<file path="config.mk">
export PLATFORM = sky130hd
export DESIGN_NAME = opl3_host_wr_queue_flat
export DESIGN_NICKNAME = d
export VERILOG_FILES = /design/src/rtl/opl3_host_wr_queue_pkg.sv /design/src/rtl/opl3_host_wr_queue_if.sv /design/src/rtl/opl3_wr_fifo.sv /design/src/rtl/opl3_host_wr_queue.sv /design/src/flat_wrapper.sv
export SDC_FILE = /design/constraint.sdc
export NUM_CORES = 1
export LEC_CHECK = 0
export ABC_AREA = 1
export BUFFER_PORTS_ARGS = -buffer_cell sky130_fd_sc_hd__buf_2
export CORE_MARGIN = 2
export CORE_UTILIZATION = 67
export DETAILED_ROUTE_END_ITERATION = 12
export PLACE_DENSITY = 0.85
export SETUP_SLACK_MARGIN = 0.5
export SYNTH_ARGS = -nofsm -noshare
export SYNTH_HDL_FRONTEND = slang
export SYNTH_SLANG_ARGS = --single-unit
</file>
<file path="constraint.sdc">
create_clock -name clk_host -period 4.6 [get_ports clk_host]
set_clock_uncertainty 0.2 [all_clocks]
set_input_delay 0.69 -clock clk_host [delete_from_list [all_inputs] [get_ports clk_host]]
set_output_delay 0.69 -clock clk_host [all_outputs]
set_load 0.1 [all_outputs]
</file>
<file path="src/rtl/opl3_host_wr_queue_pkg.sv">
// Shared types for the OPL3 host write queue: FSM state encoding and queued entry layout.
package opl3_host_wr_queue_pkg;

  typedef enum logic [2:0] {
    IDLE  = 3'd0,
    ADDR  = 3'd1,
    GAP_A = 3'd2,
    DATA  = 3'd3,
    GAP_D = 3'd4
  } wrq_state_t;

  // One complete register write; reg_idx is the register index within the bank.
  typedef struct packed {
    logic       bank;
    logic [7:0] reg_idx;
    logic [7:0] data;
  } wrq_entry_t;

endpackage

</file>
<file path="src/rtl/opl3_host_wr_queue_if.sv">
// Push channel into the write queue and the OPL3 host bus driven out of it.
interface opl3_host_wr_queue_if;
  logic       wr_valid;
  logic       wr_ready;
  logic       wr_bank;
  logic [7:0] wr_reg;
  logic [7:0] wr_data;

  modport master (output wr_valid, wr_bank, wr_reg, wr_data, input wr_ready);
  modport slave  (input wr_valid, wr_bank, wr_reg, wr_data, output wr_ready);
endinterface

interface opl3_host_bus_if;
  logic       cs_n;
  logic       rd_n;
  logic       wr_n;
  logic [1:0] address;
  logic [7:0] din;
  logic       ack_host_wr;

  modport master (output cs_n, rd_n, wr_n, address, din, input ack_host_wr);
  modport slave  (input cs_n, rd_n, wr_n, address, din, output ack_host_wr);
endinterface

</file>
<file path="src/rtl/opl3_wr_fifo.sv">
// Single-clock FIFO of register-write entries with an explicit occupancy counter.
module opl3_wr_fifo
  import opl3_host_wr_queue_pkg::*;
#(
  parameter int DEPTH = 16
) (
  input  logic               clk,
  input  logic               rst_n,
  input  logic               push,
  input  logic               pop,
  input  wrq_entry_t         din,
  output wrq_entry_t         dout,
  output logic [$clog2(DEPTH):0] level,
  output logic               full
);
  localparam int AW = $clog2(DEPTH);
  localparam logic [AW:0] FULL_LVL = (AW+1)'(DEPTH);

  wrq_entry_t    mem [DEPTH];
  logic [AW-1:0] wr_ptr;
  logic [AW-1:0] rd_ptr;

  always_ff @(posedge clk) begin
    if (push) mem[wr_ptr] <= din;
  end

  // Caller guarantees push only when not full and pop only when level != 0.
  always_ff @(posedge clk or negedge rst_n) begin
    if (!rst_n) begin
      wr_ptr <= '0;
      rd_ptr <= '0;
      level  <= '0;
    end else begin
      if (push) wr_ptr <= wr_ptr + AW'(1);
      if (pop)  rd_ptr <= rd_ptr + AW'(1);
      case ({push, pop})
        2'b10:   level <= level + (AW+1)'(1);
        2'b01:   level <= level - (AW+1)'(1);
        default: level <= level;
      endcase
    end
  end

  assign dout = mem[rd_ptr];
  assign full = (level == FULL_LVL);

endmodule

</file>
<file path="src/rtl/opl3_host_wr_queue.sv">
// Queues OPL3 register writes and replays each as address strobe, gap, data strobe, gap.
// Optional ack timeout enabled by defining OPL3_WR_QUEUE_TIMEOUT_EN.
module opl3_host_wr_queue
  import opl3_host_wr_queue_pkg::*;
#(
  parameter int DEPTH          = 16,
  parameter int GAP_CYCLES     = 4,
  parameter int TIMEOUT_CYCLES = 1024
) (
  input  logic                   clk_host,
  input  logic                   ic_n,
  opl3_host_wr_queue_if.slave    wr,
  opl3_host_bus_if.master        bus,
  output logic [$clog2(DEPTH):0] level,
  output logic                   busy,
  output logic                   timeout_err,
  output wrq_state_t             fsm_state
);
  localparam int CNT_MAX = (GAP_CYCLES > TIMEOUT_CYCLES) ? GAP_CYCLES : TIMEOUT_CYCLES;
  localparam int CW      = $clog2(CNT_MAX + 1);

  wrq_state_t    state, next_state;
  wrq_entry_t    push_entry, head, cur;
  logic          push, pop, full;
  logic [CW-1:0] cnt;
  logic          cnt_run, cnt_strobe, gap_hit, to_hit;
  logic          cs_n_q, wr_n_q;
  logic [1:0]    address_q;
  logic [7:0]    din_q;

  // Push handshake: an entry transfers on a clock edge where wr_valid && wr_ready;
  // wr_ready comes only from the registered level, and a refused producer holds its entry.
  assign wr.wr_ready = !full;
  assign push        = wr.wr_valid && wr.wr_ready;
  assign push_entry  = {wr.wr_bank, wr.wr_reg, wr.wr_data};

  opl3_wr_fifo #(.DEPTH(DEPTH)) u_fifo (
    .clk   (clk_host),
    .rst_n (ic_n),
    .push  (push),
    .pop   (pop),
    .din   (push_entry),
    .dout  (head),
    .level (level),
    .full  (full)
  );

`ifdef OPL3_WR_QUEUE_TIMEOUT_EN
  logic timeout_q;
  assign cnt_strobe = 1'b1;
  assign to_hit     = (cnt == CW'(TIMEOUT_CYCLES - 1));
  always_ff @(posedge clk_host or negedge ic_n) begin
    if (!ic_n) timeout_q <= 1'b0;
    else if ((state == ADDR || state == DATA) && !bus.ack_host_wr && to_hit) timeout_q <= 1'b1;
  end
  assign timeout_err = timeout_q;
`else
  assign cnt_strobe  = 1'b0;
  assign to_hit      = 1'b0;
  assign timeout_err = 1'b0;
`endif

  assign gap_hit = (cnt == CW'(GAP_CYCLES - 1));
  assign cnt_run = (state == GAP_A) || (state == GAP_D) ||
                   (cnt_strobe && (state == ADDR || state == DATA));

  always_comb begin
    next_state = state;
    pop        = 1'b0;
    case (state)
      IDLE: if (level != '0) begin
        pop        = 1'b1;
        next_state = ADDR;
      end
      ADDR: begin
        if (bus.ack_host_wr) next_state = GAP_A;
        else if (to_hit)     next_state = GAP_D;
      end
      GAP_A: if (gap_hit) next_state = DATA;
      DATA: begin
        if (bus.ack_host_wr) next_state = GAP_D;
        else if (to_hit)     next_state = GAP_D;
      end
      GAP_D: if (gap_hit) next_state = IDLE;
      default: next_state = IDLE;
    endcase
  end

  // The counter restarts on every state change, so each phase begins at zero.
  always_ff @(posedge clk_host or negedge ic_n) begin
    if (!ic_n) begin
      state <= IDLE;
      cnt   <= '0;
    end else begin
      state <= next_state;
      cnt   <= (cnt_run && next_state == state) ? cnt + CW'(1) : '0;
    end
  end

  // Strobes are registered from next_state so they track the state register cycle for cycle.
  always_ff @(posedge clk_host or negedge ic_n) begin
    if (!ic_n) begin
      cs_n_q    <= 1'b1;
      wr_n_q    <= 1'b1;
      address_q <= '0;
      din_q     <= '0;
      cur       <= '0;
    end else begin
      cs_n_q <= !(next_state == ADDR || next_state == DATA);
      wr_n_q <= !(next_state == ADDR || next_state == DATA);
      if (pop) begin
        cur       <= head;
        address_q <= {head.bank, 1'b0};
        din_q     <= head.reg_idx;
      end else if (state == GAP_A && next_state == DATA) begin
        address_q <= {cur.bank, 1'b1};
        din_q     <= cur.data;
      end
    end
  end

  assign bus.cs_n    = cs_n_q;
  assign bus.wr_n    = wr_n_q;
  assign bus.rd_n    = 1'b1;
  assign bus.address = address_q;
  assign bus.din     = din_q;

  assign busy      = (state != IDLE) || (level != '0);
  assign fsm_state = state;

endmodule

</file>
<file path="src/flat_wrapper.sv">
// flat-port wrapper written by rule: the top's interface ports become plain ports
module opl3_host_wr_queue_flat import opl3_host_wr_queue_pkg::*;
#(
  parameter int DEPTH          = 16,
  parameter int GAP_CYCLES     = 4,
  parameter int TIMEOUT_CYCLES = 1024
)
  (clk_host, ic_n, level, busy, timeout_err, fsm_state, wr_wr_valid, wr_wr_bank, wr_wr_reg, wr_wr_data, wr_wr_ready, bus_cs_n, bus_rd_n, bus_wr_n, bus_address, bus_din, bus_ack_host_wr);
  opl3_host_wr_queue_if wr_i ();
  opl3_host_bus_if bus_i ();
  input  logic clk_host;
  input  logic ic_n;
  output logic [$clog2(DEPTH):0] level;
  output logic busy;
  output logic timeout_err;
  output wrq_state_t fsm_state;
  input wire logic [$bits(wr_i.wr_valid)-1:0] wr_wr_valid;
  input wire logic [$bits(wr_i.wr_bank)-1:0] wr_wr_bank;
  input wire logic [$bits(wr_i.wr_reg)-1:0] wr_wr_reg;
  input wire logic [$bits(wr_i.wr_data)-1:0] wr_wr_data;
  output wire logic [$bits(wr_i.wr_ready)-1:0] wr_wr_ready;
  output wire logic [$bits(bus_i.cs_n)-1:0] bus_cs_n;
  output wire logic [$bits(bus_i.rd_n)-1:0] bus_rd_n;
  output wire logic [$bits(bus_i.wr_n)-1:0] bus_wr_n;
  output wire logic [$bits(bus_i.address)-1:0] bus_address;
  output wire logic [$bits(bus_i.din)-1:0] bus_din;
  input wire logic [$bits(bus_i.ack_host_wr)-1:0] bus_ack_host_wr;
  assign wr_i.wr_valid = wr_wr_valid;
  assign wr_i.wr_bank = wr_wr_bank;
  assign wr_i.wr_reg = wr_wr_reg;
  assign wr_i.wr_data = wr_wr_data;
  assign wr_wr_ready = wr_i.wr_ready;
  assign bus_cs_n = bus_i.cs_n;
  assign bus_rd_n = bus_i.rd_n;
  assign bus_wr_n = bus_i.wr_n;
  assign bus_address = bus_i.address;
  assign bus_din = bus_i.din;
  assign bus_i.ack_host_wr = bus_ack_host_wr;
  opl3_host_wr_queue #(.DEPTH(DEPTH), .GAP_CYCLES(GAP_CYCLES), .TIMEOUT_CYCLES(TIMEOUT_CYCLES)) u_core (.clk_host(clk_host), .ic_n(ic_n), .wr(wr_i), .bus(bus_i), .level(level), .busy(busy), .timeout_err(timeout_err), .fsm_state(fsm_state));
endmodule
</file>
* After elaboration in Yosys (flattened, before gate mapping)
Memory sizes are Yosys's and may differ from the RTL's.
Cells that the tools add are included.
** Operators by class
- Equality and inequality tests :: 11
- Magnitude comparators :: 0
- Shift-type cells :: 0
- Add/sub/neg operators :: 5
- Bitwise logic cells :: 0
- $mul :: 0
- Reduce and logical (&&, ||, !) cells :: 13
- Mux-type cells :: 16
- Divide/modulo/power cells :: 0
** Operators by type and width (number)
- 2-to-1 mux 8 bit :: 2
- 2-to-1 mux 3 bit :: 5
- one-hot mux 3 bit (5 select lines) :: 1
- adder 11 x 1 -> 11 bit (second input constant) :: 1
- == test 11 x 2 -> 1 bit (second input constant) :: 1
- 2-to-1 mux 11 bit :: 1
- one-hot mux 5 bit (2 select lines) :: 1
- == test 3 x 2 -> 1 bit (second input constant) :: 3
- adder 4 x 1 -> 4 bit (second input constant) :: 2
- == test 3 x 1 -> 1 bit (second input constant) :: 2
- adder 5 x 1 -> 5 bit (second input constant) :: 1
- == test 5 bit (second input constant) :: 1
- nonzero test 5 bit :: 1
- subtractor 5 x 1 -> 5 bit (second input constant) :: 1
- 2-to-1 mux 1 bit :: 4
- 2-to-1 mux 2 bit :: 2
- nonzero test 2 bit :: 2
- == test 3 bit :: 1
- == test 3 bit (second input constant) :: 1
- logical AND 1 bit :: 3
- logical NOT 3 bit :: 1
- logical OR 1 bit :: 3
- nonzero test 3 bit :: 1
- == test 2 x 1 -> 1 bit (second input constant) :: 1
- 2 further kinds :: 3
** Word-level totals
- Memories :: 1
- Bits in read-only memories :: 0
- Bits of input ports :: 21
- Memory bits (writable) :: 272
- Register bits :: 47
- Output and inout port bits :: 24
- Bits in latches :: 0
- Logic and storage cells :: 56
** Memory list
- u_core.u_fifo.mem :: depth 16, bits a word 17, rd ports 1, clocked after Yosys merged registers in 0, wr ports 1, RTL line opl3_wr_fifo.sv:19 : wrq_entry_t mem [DEPTH];

* Depth between registers and ports, before layout
- Depth in word-level cells :: 7
- Mapped depth :: 17

* By module
From an unflattened synthesis, not the netlist that was laid out.
** Unflattened totals
- Cells, all modules :: 1165
- Area total of the unflattened synthesis :: 13479.2 um^2
** By module, submodules not included
- opl3_wr_fifo :: area each 11785.1 um^2, cells each 968, times used 1
- opl3_host_wr_queue :: area each 1694.1 um^2, cells each 197, times used 1

* Worst setup path after synthesis
OpenSTA, ideal clock, no wires.
- Path type :: register -> register
- From :: register u_core.u_fifo.level[0]
- To :: memory u_core.u_fifo.mem[0][0] (netlist bit), enable pin
- Path slack :: 723 ps
- Clock period less this slack :: 3877 ps
- Cell stages (with the launch flop) :: 9
- Arrival :: 3287 ps
- Cell sequence :: dfrtp_1 inv_1 nand3_1 inv_1 nand2_1 nand2_1 inv_1 nand2_1 nor2_1
** Between the ends
- Longest elaborated chain between the ends :: 5
** RTL lines
- from (decl) :: RTL line opl3_wr_fifo.sv:13 : output logic [$clog2(DEPTH):0] level,
- from (signal assigned) :: RTL line opl3_wr_fifo.sv:37 : 2'b10: level <= level + (AW+1)'(1);
- from (signal assigned) :: RTL line opl3_wr_fifo.sv:38 : 2'b01: level <= level - (AW+1)'(1);
- from (signal assigned) :: RTL line opl3_wr_fifo.sv:39 : default: level <= level;
- == test 5 bit :: RTL line opl3_wr_fifo.sv:45 : assign full = (level == FULL_LVL);
- logical NOT 1 bit :: RTL line opl3_host_wr_queue.sv:33 : assign wr.wr_ready = !full;
- named net wr_wr_ready :: RTL line flat_wrapper.sv:21 : output wire logic [$bits(wr_i.wr_ready)-1:0] wr_wr_ready;
- logical AND 1 bit :: RTL line opl3_host_wr_queue.sv:34 : assign push = wr.wr_valid && wr.wr_ready;
- 2-to-1 mux 1 bit :: RTL line opl3_wr_fifo.sv:24 : if (push) mem[wr_ptr] <= din;
- 2-to-1 mux 1 bit (not written as such) :: RTL line opl3_wr_fifo.sv:24
- to (decl) :: RTL line opl3_wr_fifo.sv:19
The timed path passes the listed nets, and every way through them passes these cells.

* Worst setup path in the final report
- From :: register u_core.u_fifo.rd_ptr[3]
- To :: register u_core.din_q[7], in the netlist u_core.bus.din[7]
** Between the ends
- Longest elaborated chain between the ends :: 2
** RTL lines
- from (decl) :: RTL line opl3_wr_fifo.sv:21 : logic [AW-1:0] rd_ptr;
- from (signal assigned) :: RTL line opl3_wr_fifo.sv:35 : if (pop) rd_ptr <= rd_ptr + AW'(1);
- memory read (16 x 17 bit)
- 2-to-1 mux 8 bit :: RTL line opl3_host_wr_queue.sv:111 : if (pop) begin
- to (signal assigned) :: RTL line opl3_host_wr_queue.sv:114 : din_q <= head.reg_idx;
- to (signal assigned) :: RTL line opl3_host_wr_queue.sv:117 : din_q <= cur.data;
- to (decl) :: RTL line opl3_host_wr_queue.sv:29 : logic [7:0] din_q;
Every way passes these cells.
A chain may end at the register's enable or synchronous reset.

==> results.yml <==
yosys:
  synthDistinctLibCells: 35
  ys_seq_area_frac: 0.689
  syn_inst: 1253
  yosysWarningCount: 0
  synth_nets: 1285
  ys_ff_latch: 319
  syn_area_um2: 13600
  syn_area_per_cell_um2: 10.8
clock_tree:
  holdBufCountCts: 0
  cts-root-buf: "clkbuf_16"
  clk_pin_slew_worst_paths_ns: 0.06
  clock_path_buffers: 3
  clock_latency_ns: 0.57
  numClockSinks: 319
  cts_resized: 0
  numCtsBuffers: 31
  h-tree-depth: 1
  cts_tree: "built"
  postCtsSetupBuffers: 0
power:
  switching_power_mw: 4.15
  p_int_mw: 6.02
  seqPwrFrac: 0.380
  pwr-share-clk: 0.256
  leakage_nw: 6.06
  p_sw_frac: 0.408
  vdd_drop_max_mv: 0.415
  pwr-share-comb: 0.364
  p_per_area_nw_per_um2: 680
setup_path:
  crit_required_ns: 4.86
  path_class: "flop to flop"
  critPathLaunchType: "flop"
  end_kind: "flop"
  path_max_fanout: 19
  worstPathArrival_ns: 3.31
placed_design:
  pre_cts_ws_ns: 1.67
  gp_congestion: 0.834
  io_buffers: 42
  post-dp-hpwl_mm: 17.4
sta:
  final_hold_viol_count: 0
  rsz0062_at_grt: "false"
  max_clock_freq_mhz: 327
  post-route-min-period_ns: 3.06
  setup_viol: 0
  slew_violations: 0
  fin_setup_tns_ns: 0
  fin_crit_sh: 0.664
  slew_headroom: 0.141
  fin_ws_ns: 1.54
  whs_ns: 0.153
  worstMarginPinSlew_ns: 1.29
detailed_routing:
  dr_total_vias: 9327
  drtIter0Drc: 1250
  postRouteAntennaNets: 0
  wire_per_inst_um: 20.1
  drc: 0
  routed_via_density: 5.91
  first_pass_iters: 7
  totalWireLength_mm: 31.7
die:
  die_y_um: 146
  dieArea_um2: 21400
  initial_core_util: 0.676
  die_x_um: 146
  core_um2: 20000
  ioPinCount: 45
  rows: 52
layout:
  final_common_cell: "nand2_1"
  fin_nets: 1317
  drive_gt1_frac: 0.102
  seqCellArea_um2: 9350
  fillCellCount: 1263
  multi_input_area_um2: 3370
  final_cell_mix: "nand2_1, edfxtp_1, inv_1, nand3_1, nor2_1"
  antenna_cells: 0
  area_growth_syn_to_layout_pct: 10.3
global_routing:
  grt_pass1_vias: 9094
  groute.usage.overall: 0.298
  antenna_found_initial: 1
  overflow: 0
  grt_pass1_wl_mm: 48.8
  grt_max_degree: 87
hold_path:
  hp-class: "input port to async pin"
job:
  max_cap_viol_count: 0
outcome:
  outcome: "complete, no violations"
==> final timing paths <==
check / depth (start not counted) / slack [ns] / start / endpoint
max in group asynchronous: 1 / 3.21 / ic_n / u_core.u_fifo.rd_ptr[0]
min: 1 / 0.15 / ic_n / u_core.u_fifo.level[1]
max reg2reg: 7 / 1.54 / u_core.u_fifo.rd_ptr[3] / u_core.bus.din[7]
max: 7 / 1.54 / u_core.u_fifo.rd_ptr[3] / u_core.bus.din[7]
min in group clk_host: 3 / 0.23 / bus_ack_host_wr / u_core.fsm_state[1]
min reg2reg: 1 / 0.29 / u_core.bus.address[0] / u_core.bus.address[0]
==> Yosys cell counts <==
master / number / area, um^2
buf_2: 27 / 135
conb_1: 2 / 7.51
clkbuf_1: 9 / 33.8
a21oi_1: 11 / 55.1
nand2_2: 2 / 12.5
xnor2_1: 2 / 17.5
buf_4: 13 / 97.6
inv_4: 1 / 6.26
o31ai_1: 1 / 7.51
nand3b_1: 2 / 15.0
o21ai_1: 52 / 260
nor3_1: 3 / 15.0
o221ai_1: 4 / 35.0
or2_2: 1 / 6.26
nor2_2: 1 / 6.26
buf_1: 2 / 7.51
o21a_1: 1 / 7.51
o21ai_0: 46 / 230
clkinv_1: 1 / 3.75
inv_2: 4 / 15.0
dfrtp_1: 46 / 1150
nand4_1: 4 / 25.0
nor2_1: 133 / 499
nand2_1: 321 / 1200
xor2_1: 12 / 105
and2_1: 1 / 6.26
nand3_1: 121 / 606
buf_6: 9 / 101
fa_1: 1 / 20.0
inv_1: 129 / 484
edfxtp_1: 272 / 8170
nor4_1: 1 / 6.26
o211ai_1: 7 / 52.6
ha_1: 10 / 125
dfstp_2: 1 / 26.3
==> per-layer routing <==
layer,up-vias,track usage,wire length [um]
li1,4231,-,-
met1,4405,0.391,11800
met2,555,0.482,15300
met3,134,0.0534,3060
met4,2,0.161,1630
met5,-,0,16
==> logic make-up after synthesis <==
group,synth area share
other cells,0.000554
xor+xnor,0.00905
flops,0.689
simple gates,0.177
compound gates,0.0478
fa+ha+maj,0.0107
buf+inv,0.0653
==> area by class of cell <==
type                    count  share of cell area
inverters                 135              0.0341
multi-input cells         739               0.225
well taps                 270              0.0226
flip-flops and latches    319               0.625
clock inverters            17              0.0141
repair buffers             59              0.0234
clock buffers              40              0.0555
==> worst max-delay path, cell delays in order, from the launching register on <==
cell      delay (ns)
dfrtp_1         0.96
clkinv_1        1.00
nand3b_1        0.37
nand2_1         0.11
nand2_1         0.07
nand2_1         0.06
nand2_1         0.09
nand2_1         0.07
==> power by group through the flow <==
stage	logic [mW]	registers [mW]	clock network, mW
floorplan	2.35	4.28	0
global placement	3.46	3.89	0
detailed placement	3.60	3.91	0
CTS	3.66	3.86	2.62
global route	4.02	3.90	2.73
finish	3.70	3.87	2.60
==> state kept, by name, indices dropped and copies added (netlist names) <==
| signal | cells |
|---|---|
| u_core.u_fifo.mem | 272 |
| u_core.cnt | 11 |
| u_core.cur | 9 |
| u_core.bus.din | 8 |
| u_core.u_fifo.level | 5 |
| u_core.u_fifo.rd_ptr | 4 |
| u_core.u_fifo.wr_ptr | 4 |
| u_core.fsm_state | 3 |
| u_core.bus.address | 2 |
| u_core.bus.cs_n | 1 |
==> through the flow <==
stage | cell area [um^2] | utilization | total power [mW] | instances
global placement | 13900 | 0.694 | 7.35 | 1522
detailed placement | 13900 | 0.694 | 7.51 | 1522
global route | 15000 | 0.746 | 10.6 | 1579
CTS | 15000 | 0.746 | 10.1 | 1579
floorplan | 13600 | - | 6.64 | 1253
finish | 15000 | 0.746 | 10.2 | 1579
Note: power is estimated with default switching activity, not from simulation.
